`src/rtl/nco_bank_if.sv`:
```
// Configuration bus for the NCO bank: shadow-register writes plus the commit strobe.
interface nco_bank_if #(
    parameter int CH    = 4,
    parameter int ACC_W = 28
) ();
    localparam int CH_W = (CH > 1) ? $clog2(CH) : 1;

    logic             cfg_valid;
    logic             cfg_ready;
    logic [CH_W-1:0]  cfg_ch;
    logic             cfg_sel;
    logic [ACC_W-1:0] cfg_data;
    logic             commit;

    modport master (
        output cfg_valid, cfg_ch, cfg_sel, cfg_data, commit,
        input  cfg_ready
    );

    modport slave (
        input  cfg_valid, cfg_ch, cfg_sel, cfg_data, commit,
        output cfg_ready
    );
endinterface

```
`src/rtl/nco_bank.sv`:
```
// Multi-channel NCO bank: double-buffered frequency/phase registers, per-channel
// phase accumulators and a three-stage quarter-wave sine pipeline.
module nco_bank #(
    parameter int CH     = 4,
    parameter int ACC_W  = 28,
    parameter int OUT_W  = 10,
    parameter int LUT_AW = 8
) (
    input  logic                clk,
    input  logic                rst,
    nco_bank_if.slave           cfg,
    input  logic                sync_clr,
    input  logic [CH-1:0]       ch_en,
    output logic [CH*OUT_W-1:0] dout,
    output logic                dout_valid
);

    localparam int TOP_W = LUT_AW + 2;
    localparam int LUT_N = 2 ** LUT_AW;
    localparam int AMP   = 2 ** (OUT_W - 1) - 1;
    localparam int FRAC  = 30;

    // Fixed-point Taylor series for AMP*sin(2*pi*(idx+0.5)/2^(LUT_AW+2)), rounded.
    // The angle stays below pi/2, so seven correction terms are ample in Q30.
    function automatic logic [OUT_W-2:0] lut_val(input int idx);
        longint x;
        longint x2;
        longint term;
        longint sum;
        x    = (longint'(2 * idx + 1) * 64'sd3373259426) >>> TOP_W;
        x2   = (x * x) >>> FRAC;
        term = x;
        sum  = x;
        for (int n = 1; n < 8; n++) begin
            term = -(((term * x2) >>> FRAC) / longint'(2 * n * (2 * n + 1)));
            sum  = sum + term;
        end
        return (OUT_W-1)'((sum * AMP + (64'sd1 <<< (FRAC - 1))) >>> FRAC);
    endfunction

    logic [OUT_W-2:0] lut_rom [LUT_N];

    for (genvar gi = 0; gi < LUT_N; gi++) begin : g_lut
        localparam logic [OUT_W-2:0] ENTRY = lut_val(gi);
        assign lut_rom[gi] = ENTRY;
    end

    logic [ACC_W-1:0]  freq_sh   [CH];
    logic [ACC_W-1:0]  phase_sh  [CH];
    logic [ACC_W-1:0]  freq_act  [CH];
    logic [ACC_W-1:0]  phase_act [CH];
    logic [ACC_W-1:0]  freq_nx   [CH];
    logic [ACC_W-1:0]  phase_nx  [CH];
    logic [ACC_W-1:0]  acc       [CH];
    logic [TOP_W-1:0]  p_top     [CH];
    logic [LUT_AW-1:0] s1_addr   [CH];
    logic              s1_neg    [CH];
    logic              s1_en     [CH];
    logic [OUT_W-2:0]  s2_mag    [CH];
    logic              s2_neg    [CH];
    logic              s2_en     [CH];
    logic [1:0]        fill;
    logic              wr_en;

    assign wr_en = cfg.cfg_valid & cfg.cfg_ready;

    // Shadow contents after this edge's write; commit copies these so a same-edge write is included.
    always_comb begin
        for (int k = 0; k < CH; k++) begin
            freq_nx[k]  = freq_sh[k];
            phase_nx[k] = phase_sh[k];
            if (wr_en && int'(cfg.cfg_ch) == k) begin
                if (cfg.cfg_sel) begin
                    phase_nx[k] = cfg.cfg_data;
                end else begin
                    freq_nx[k] = cfg.cfg_data;
                end
            end
        end
    end

    // Shadow and active register banks; writes are refused for one cycle after a commit.
    always_ff @(posedge clk or negedge rst) begin
        if (!rst) begin
            for (int k = 0; k < CH; k++) begin
                freq_sh[k]   <= '0;
                phase_sh[k]  <= '0;
                freq_act[k]  <= '0;
                phase_act[k] <= '0;
            end
            cfg.cfg_ready <= 1'b1;
        end else begin
            for (int k = 0; k < CH; k++) begin
                freq_sh[k]  <= freq_nx[k];
                phase_sh[k] <= phase_nx[k];
                if (cfg.commit) begin
                    freq_act[k]  <= freq_nx[k];
                    phase_act[k] <= phase_nx[k];
                end
            end
            cfg.cfg_ready <= ~cfg.commit;
        end
    end

    // Phase accumulators: sync_clr zeroes every channel, otherwise enabled channels advance.
    always_ff @(posedge clk or negedge rst) begin
        if (!rst) begin
            for (int k = 0; k < CH; k++) begin
                acc[k] <= '0;
            end
        end else begin
            for (int k = 0; k < CH; k++) begin
                if (sync_clr) begin
                    acc[k] <= '0;
                end else if (ch_en[k]) begin
                    acc[k] <= acc[k] + freq_act[k];
                end
            end
        end
    end

    // Top bits of the offset phase; the cast keeps the sum modulo a full turn.
    always_comb begin
        for (int k = 0; k < CH; k++) begin
            p_top[k] = TOP_W'((acc[k] + phase_act[k]) >> (ACC_W - TOP_W));
        end
    end

    // Three-stage sine pipeline: quadrant fold, table read, sign restore and enable gating.
    always_ff @(posedge clk or negedge rst) begin
        if (!rst) begin
            for (int k = 0; k < CH; k++) begin
                s1_addr[k] <= '0;
                s1_neg[k]  <= 1'b0;
                s1_en[k]   <= 1'b0;
                s2_mag[k]  <= '0;
                s2_neg[k]  <= 1'b0;
                s2_en[k]   <= 1'b0;
            end
            dout <= '0;
        end else begin
            for (int k = 0; k < CH; k++) begin
                s1_addr[k] <= p_top[k][TOP_W-2] ? ~p_top[k][LUT_AW-1:0] : p_top[k][LUT_AW-1:0];
                s1_neg[k]  <= p_top[k][TOP_W-1];
                s1_en[k]   <= ch_en[k];
                s2_mag[k]  <= lut_rom[s1_addr[k]];
                s2_neg[k]  <= s1_neg[k];
                s2_en[k]   <= s1_en[k];
                dout[k*OUT_W +: OUT_W] <= s2_en[k]
                    ? (s2_neg[k] ? -{1'b0, s2_mag[k]} : {1'b0, s2_mag[k]})
                    : '0;
            end
        end
    end

    // Marks the pipeline as filled on the third edge after reset release.
    always_ff @(posedge clk or negedge rst) begin
        if (!rst) begin
            fill       <= '0;
            dout_valid <= 1'b0;
        end else begin
            fill       <= {fill[0], 1'b1};
            dout_valid <= fill[1];
        end
    end

endmodule

```
`src/flat_wrapper.sv`:
```
// flat-port wrapper written by rule: the top's interface ports become plain ports
module nco_bank_flat 
#(
    parameter int CH     = 4,
    parameter int ACC_W  = 28,
    parameter int OUT_W  = 10,
    parameter int LUT_AW = 8
)
  (clk, rst, sync_clr, ch_en, dout, dout_valid, cfg_cfg_valid, cfg_cfg_ch, cfg_cfg_sel, cfg_cfg_data, cfg_commit, cfg_cfg_ready);
  nco_bank_if #(.CH(CH), .ACC_W(ACC_W)) cfg_i ();
  input  logic clk;
  input  logic rst;
  input  logic sync_clr;
  input  logic [CH-1:0] ch_en;
  output logic [CH*OUT_W-1:0] dout;
  output logic dout_valid;
  input wire logic [$bits(cfg_i.cfg_valid)-1:0] cfg_cfg_valid;
  input wire logic [$bits(cfg_i.cfg_ch)-1:0] cfg_cfg_ch;
  input wire logic [$bits(cfg_i.cfg_sel)-1:0] cfg_cfg_sel;
  input wire logic [$bits(cfg_i.cfg_data)-1:0] cfg_cfg_data;
  input wire logic [$bits(cfg_i.commit)-1:0] cfg_commit;
  output wire logic [$bits(cfg_i.cfg_ready)-1:0] cfg_cfg_ready;
  assign cfg_i.cfg_valid = cfg_cfg_valid;
  assign cfg_i.cfg_ch = cfg_cfg_ch;
  assign cfg_i.cfg_sel = cfg_cfg_sel;
  assign cfg_i.cfg_data = cfg_cfg_data;
  assign cfg_i.commit = cfg_commit;
  assign cfg_cfg_ready = cfg_i.cfg_ready;
  nco_bank #(.CH(CH), .ACC_W(ACC_W), .OUT_W(OUT_W), .LUT_AW(LUT_AW)) u_core (.clk(clk), .rst(rst), .cfg(cfg_i), .sync_clr(sync_clr), .ch_en(ch_en), .dout(dout), .dout_valid(dout_valid));
endmodule
```
`config.mk`:
```
export PLATFORM = sky130hd
export DESIGN_NAME = nco_bank_flat
export DESIGN_NICKNAME = d
export VERILOG_FILES = /design/src/rtl/nco_bank_if.sv /design/src/rtl/nco_bank.sv /design/src/flat_wrapper.sv
export SDC_FILE = /design/constraint.sdc
export NUM_CORES = 2
export LEC_CHECK = 0
export BUFFER_PORTS_ARGS = -buffer_cell sky130_fd_sc_hd__buf_4
export CAP_MARGIN = 20
export CORE_MARGIN = 4
export CORE_UTILIZATION = 49
export CTS_CLUSTER_DIAMETER = 30
export CTS_CLUSTER_SIZE = 40
export DETAILED_ROUTE_END_ITERATION = 7
export RECOVER_POWER = 25
export SLEW_MARGIN = 5
export SYNTH_ARGS = -nofsm -noshare
export SYNTH_HDL_FRONTEND = slang
export SYNTH_SLANG_ARGS = --single-unit
```
`constraint.sdc`:
```
create_clock -name clk -period 6.76 [get_ports clk]
set_input_delay 0 -clock clk [delete_from_list [all_inputs] [get_ports clk]]
set_output_delay 0 -clock clk [all_outputs]
set_load 0.02 [all_outputs]
```
== Yosys cells after proc, flatten, opt, wreduce, memory -nomap -nowiden ==
Memories as Yosys holds them, arrays and structs flattened. A register that Yosys moved wholly into a read port is not among the register bits.
Index checks and enable logic that the tools add are counted.
Word-level totals
  ROM bits: 9216
  word-level logic and storage cells: 122
  bits of input ports: 40
  output and inout port bits: 42
  flip-flop bits (word level): 652
  memories kept: 4
Cells by class
  reductions and logical operators: 13
  $add $sub $neg: 12
  muxes and demuxes: 36
  eq/ne operators: 3
  bitwise logic cells: 10
Memory list
  (name not given): words 256, bits a word 9, read ports 1, clocked after memory_dff 1, wr ports 0, RTL line nco_bank.sv:146  | s2_mag[k] <= lut_rom[s1_addr[k]];
  (name not given): words 256, bits a word 9, read ports 1, clocked after memory_dff 1, wr ports 0, RTL line nco_bank.sv:146
  (name not given): words 256, bits a word 9, read ports 1, clocked after memory_dff 1, wr ports 0, RTL line nco_bank.sv:146
  (name not given): words 256, bits a word 9, read ports 1, clocked after memory_dff 1, wr ports 0, RTL line nco_bank.sv:146
Operators with widths (number)
  $mux W28: 24
  $add A28 B28 Y28: 8
  $mux W10: 8
  $neg A9 Y10: 4
  $not A8 Y9: 4
  $mux W8: 4
  $not A8 Y8: 4
  $reduce_bool A2 Y1: 4
  $eq A2 B2 Y1 const B: 2
  $logic_and A1 B1 Y1: 4
  $logic_not A1 Y1: 4
  $eq A2 B1 Y1 const B: 1
  $logic_not A2 Y1: 1
  $and A1 B1 Y1: 1
  $not A1 Y1: 1

== Logic depth before layout (Yosys ltp) ==
  word-level depth: 3
  mapped depth: 14
  mapped depth without buffers: 12

== Worst setup path before layout ==
No wires, ideal clock.
  path type: register to register
  from: register u_core.acc[84] (netlist name)
  to: register u_core.acc[104] (netlist name)
  required time: 6636 ps
  period minus slack after synthesis: 3157 ps
  data arrival time: 3033 ps
  setup time: 124 ps
  setup slack: 3603 ps
  path buffers: 0
  stages on the path, launching flop included: 13
  cells stage by stage: dfrtp_1 -> ha_1 -> fa_1 -> a21o_1 -> a21o_1 -> a2111oi_4 -> o21bai_2 -> a21oi_2 -> o211ai_1 -> a221o_1 -> a31oi_1 -> nor4b_1 -> a211o_1
On the way
  word-level cells in the longest chain between the ends: 3
Ends and longest elaborated chain
  start, declared: RTL line nco_bank.sv:54  | logic [ACC_W-1:0] acc [CH];
  start signal, assigned by index: RTL line nco_bank.sv:116  | acc[k] <= acc[k] + freq_act[k];
  $add A28 B28 Y28: RTL line nco_bank.sv:116
  $mux W28: RTL line nco_bank.sv:115  | end else if (ch_en[k]) begin
  $mux W28: RTL line nco_bank.sv:113  | if (sync_clr) begin
Every way passes these cells. The select of a mux whose other input is x is not followed.
A chain may end at the register's enable or synchronous reset.

==> results by group <==
Yosys
  • Area leader, netlist: dfrtp_1
  • Synth warnings: 0
  • Sequential area share after synthesis: 41.0%
  • Synth Cell Area: between 0.04 and 0.05 sq mm
  • Top FF cell, synth: dfrtp_1
  • Post-synthesis sequential element count: just under 700
  • Post-synth ARST share: between 90% and 100%
  • Post-synth EDFFs: 0
  • Top-area cell type share of the netlist area: roughly two fifths
  • Unique masters post-synth: 98
  • Mapped Nets: 4965
  • Cell count after synthesis: 4657
  • Synth top area cells: dfrtp_1, nor2_1, ha_1, mux2_2, a21oi_1
  • Syn Area/Cell: 9.01 sq um

Placed design
  • Pre-CTS setup slack: 3220 ps
  • Dpl hpwl: 69.0 mm
  • Port buffer count: 81
  • DP Area: 0.0433 sq mm
  • Gpl congestion: 0.878

STA
  • Setup TNS Final: 0 ps
  • RSZ-0062 raised after global routing: no
  • Highest Clock Rate: ~230 MHz
  • Hold Slack: 44.8 ps
  • Final WS setup: 2420 ps
  • Pin slew with the least headroom to its limit: 3820 ps
  • Tcrit/Tclk final: 64.2%
  • Slew Viols, Final: 483
  • Tmin final: 4340 ps
  • Setup violators final: 0
  • Slew HR: -154%
  • Worst Skew: 17.4 ps
  • Fin. Hold Viols: 0

Floorplan
  • Initial core utilization: a little under 50%
  • Cell Rows: approximately 110
  • Io pins: 82
  • Die Width: between 300 and 400 um
  • Die footprint: 0.0904 sq mm
  • Die height: 301 um
  • Core region area: about 0.085 sq mm

Critical path
  • Worst Path Max Fanout: 156
  • Worst EP arrival: 4280 ps
  • Critical path required time: 6700 ps
  • CP Launch Type: input port
  • Critical-path top delay cell: clkbuf_2
  • Crit-path cells: dlygate4sd3_1 > clkbuf_1 > clkbuf_2
  • FF-to-FF setup slack: 3180 ps
  • Crit-path max cell delay: 2750 ps
  • Setup CP Type: input port to async pin
  • CP endpoint kind: async pin

Route
  • Pre-antenna DRT Iters: 6
  • First-iteration detailed-routing DRC count: 2781
  • DR DRC count: 0
  • Antenna-violating nets left: 0
  • Via density: 5.75
  • WL per Instance: 18.2 um
  • Post-Route WL: 109 mm
  • Vias: 34300

CTS
  • Latest clock arrival within the worst-skew pair: between 700 and 800 ps
  • Clk slew on worst S/H paths: 40 ps
  • Clk root buf: clkbuf_16
  • CTS Buf Count: 159
  • Clock Path Buffers: 3
  • CTS Sinks: around 690
  • H-Tree Depth: 4
  • TritonCTS clock tree: done
  • Post-CTS Repair Setup Buffers: 0

Cells and area
  • # nets final: 4998
  • Commonest non-fill, non-tap cells in the layout: nor2_1, dfrtp_1, a21oi_1
  • Final Cell Area: 0.0492 sq mm
  • Commonest non-fill, non-tap cell in the layout: nor2_1
  • Share of layout cells above drive strength 1: between 10% and 20%
  • Area growth from synthesis to layout: 17.2%

Flow run
  • Max Cap Viol: 7

Global route
  • First-pass GRT wire length: 178 mm
  • Global route overflow: 0
  • Initial antenna violation count: 2
  • GRT Util Overall: 24.1%
  • Vias in the first global route: 33600
  • Largest net degree at the start of global routing: roughly 190

Pwr
  • Cell Pwr Density: 499 mW/mm^2
  • Net Sw Frac: 39.5%
  • Clock power share: roughly a third
  • Lkg Pwr: approximately 22 nW
  • Switch Pwr: 9.69 mW
  • Part of the power in registers: 24.6%
  • Comb power frac: 44.0%
  • Internal Power: around 15 mW
  • Max IR drop VDD: 0.275 mV

Run status
  • Outcome: finished with violations
  • Violated checks: max-capacitance violations, max-slew violations

Min path
  • Worst Hold Class: input port to flop
[worst paths after layout]
| kind | from | cells after the start | to |
|---|---|---|---|
| max | rst | 3 | u_core.acc[5] |
| min | cfg_cfg_ch[1] | 4 | u_core.freq_sh[56] |
| max reg2reg | u_core.acc[2] | 11 | u_core.s1_addr[2] |
| min reg2reg | u_core.fill[1] | 0 | u_core.dout_valid |
| max in group clk | u_core.acc[2] | 11 | u_core.s1_addr[2] |
| min in group asynchronous | rst | 3 | u_core.dout[0] |
[area by class of cell]
class                      count  area (sq um)
antenna                        1          2.50
timing repair buffer         158          1330
sequential                   688         17200
inverter                      82           313
clock inverter                81          1090
tap                         1144          1430
multi-input combinational   3601         23400
clock buffer                 206          4420
fill                        7552         35800
[power by group through the flow]
stage,Combinational [mW],Clock (mW),Sequential (mW)
detailed placement,10.6,0,6.09
finish,10.8,7.71,6.04
global route,12.0,8.09,6.17
CTS,10.7,7.86,6.04
global placement,10.5,0,6.06
floorplan,8.39,0,5.82
[worst max-delay path, delay by kind of cell]
family	cells	cell delay [ps]
buffers and inverters	3	4100
[sequential cells by signal, indices dropped and copies added (netlist names)]
name	count
u_core.s1_addr	32
u_core.phase_act	112
u_core.fill	2
u_core.s2_en	4
u_core.phase_sh	112
u_core.dout	40
u_core.s1_en	4
u_core.s2_neg	4
u_core.cfg.cfg_ready	1
u_core.acc	112
u_core.s1_neg	4
u_core.freq_act	112
u_core.freq_sh	112
u_core.dout_valid	1
u_core.s2_mag	36
[repair_timing]
action	4_1_cts	5_1_grt
hold buffers	36	2
hold endpoints to repair	651	7
resized for setup	0	0
[cells in the mapped netlist (all sizes together), types with 56 or more instances]
cell type / number
a211oi: 81
a21o: 89
a21oi: 315
clkbuf: 241
dfrtp: 687
ha: 264
inv: 71
mux2: 231
mux2i: 88
nand2: 277
nand3: 56
nor2: 1026
nor3: 59
o211ai: 67
o21ai: 258
xnor2: 141
[per-layer routing]
metal / up-vias / GRT usage (%) / wire length, um
li1: 16600 / - / -
met3: 199 / 3.82 / 5080
met2: 925 / 37.9 / 49900
met5: - / 0 / 8
met1: 16500 / 34.0 / 51100
met4: 2 / 8.03 / 2690
[metrics by stage]
| stage | cells | util, % | power (mW) |
|---|---|---|---|
| 6_report | 5961 | 57.9 | 24.5 |
| 5_1_grt | 5960 | 57.9 | 26.3 |
| 4_1_cts | 5957 | 57.9 | 24.6 |
| 3_5_place_dp | 5634 | 51.0 | 16.7 |
| 3_3_place_gp | 5634 | 51.0 | 16.6 |
| 2_1_floorplan | 4657 | - | 14.2 |
[cells by family after synthesis]
| group | count (synthesis) | synth area share [%] |
|---|---|---|
| compound gates | 1166 | 18.2 |
| xor+xnor | 184 | 4.00 |
| fa+ha+maj | 268 | 8.06 |
| buf+inv | 368 | 3.31 |
| flops | 688 | 41.0 |
| mux | 325 | 8.62 |
| other cells | 1 | 0.00893 |
| simple gates | 1657 | 16.8 |
Power figures use the tool's default switching activity.
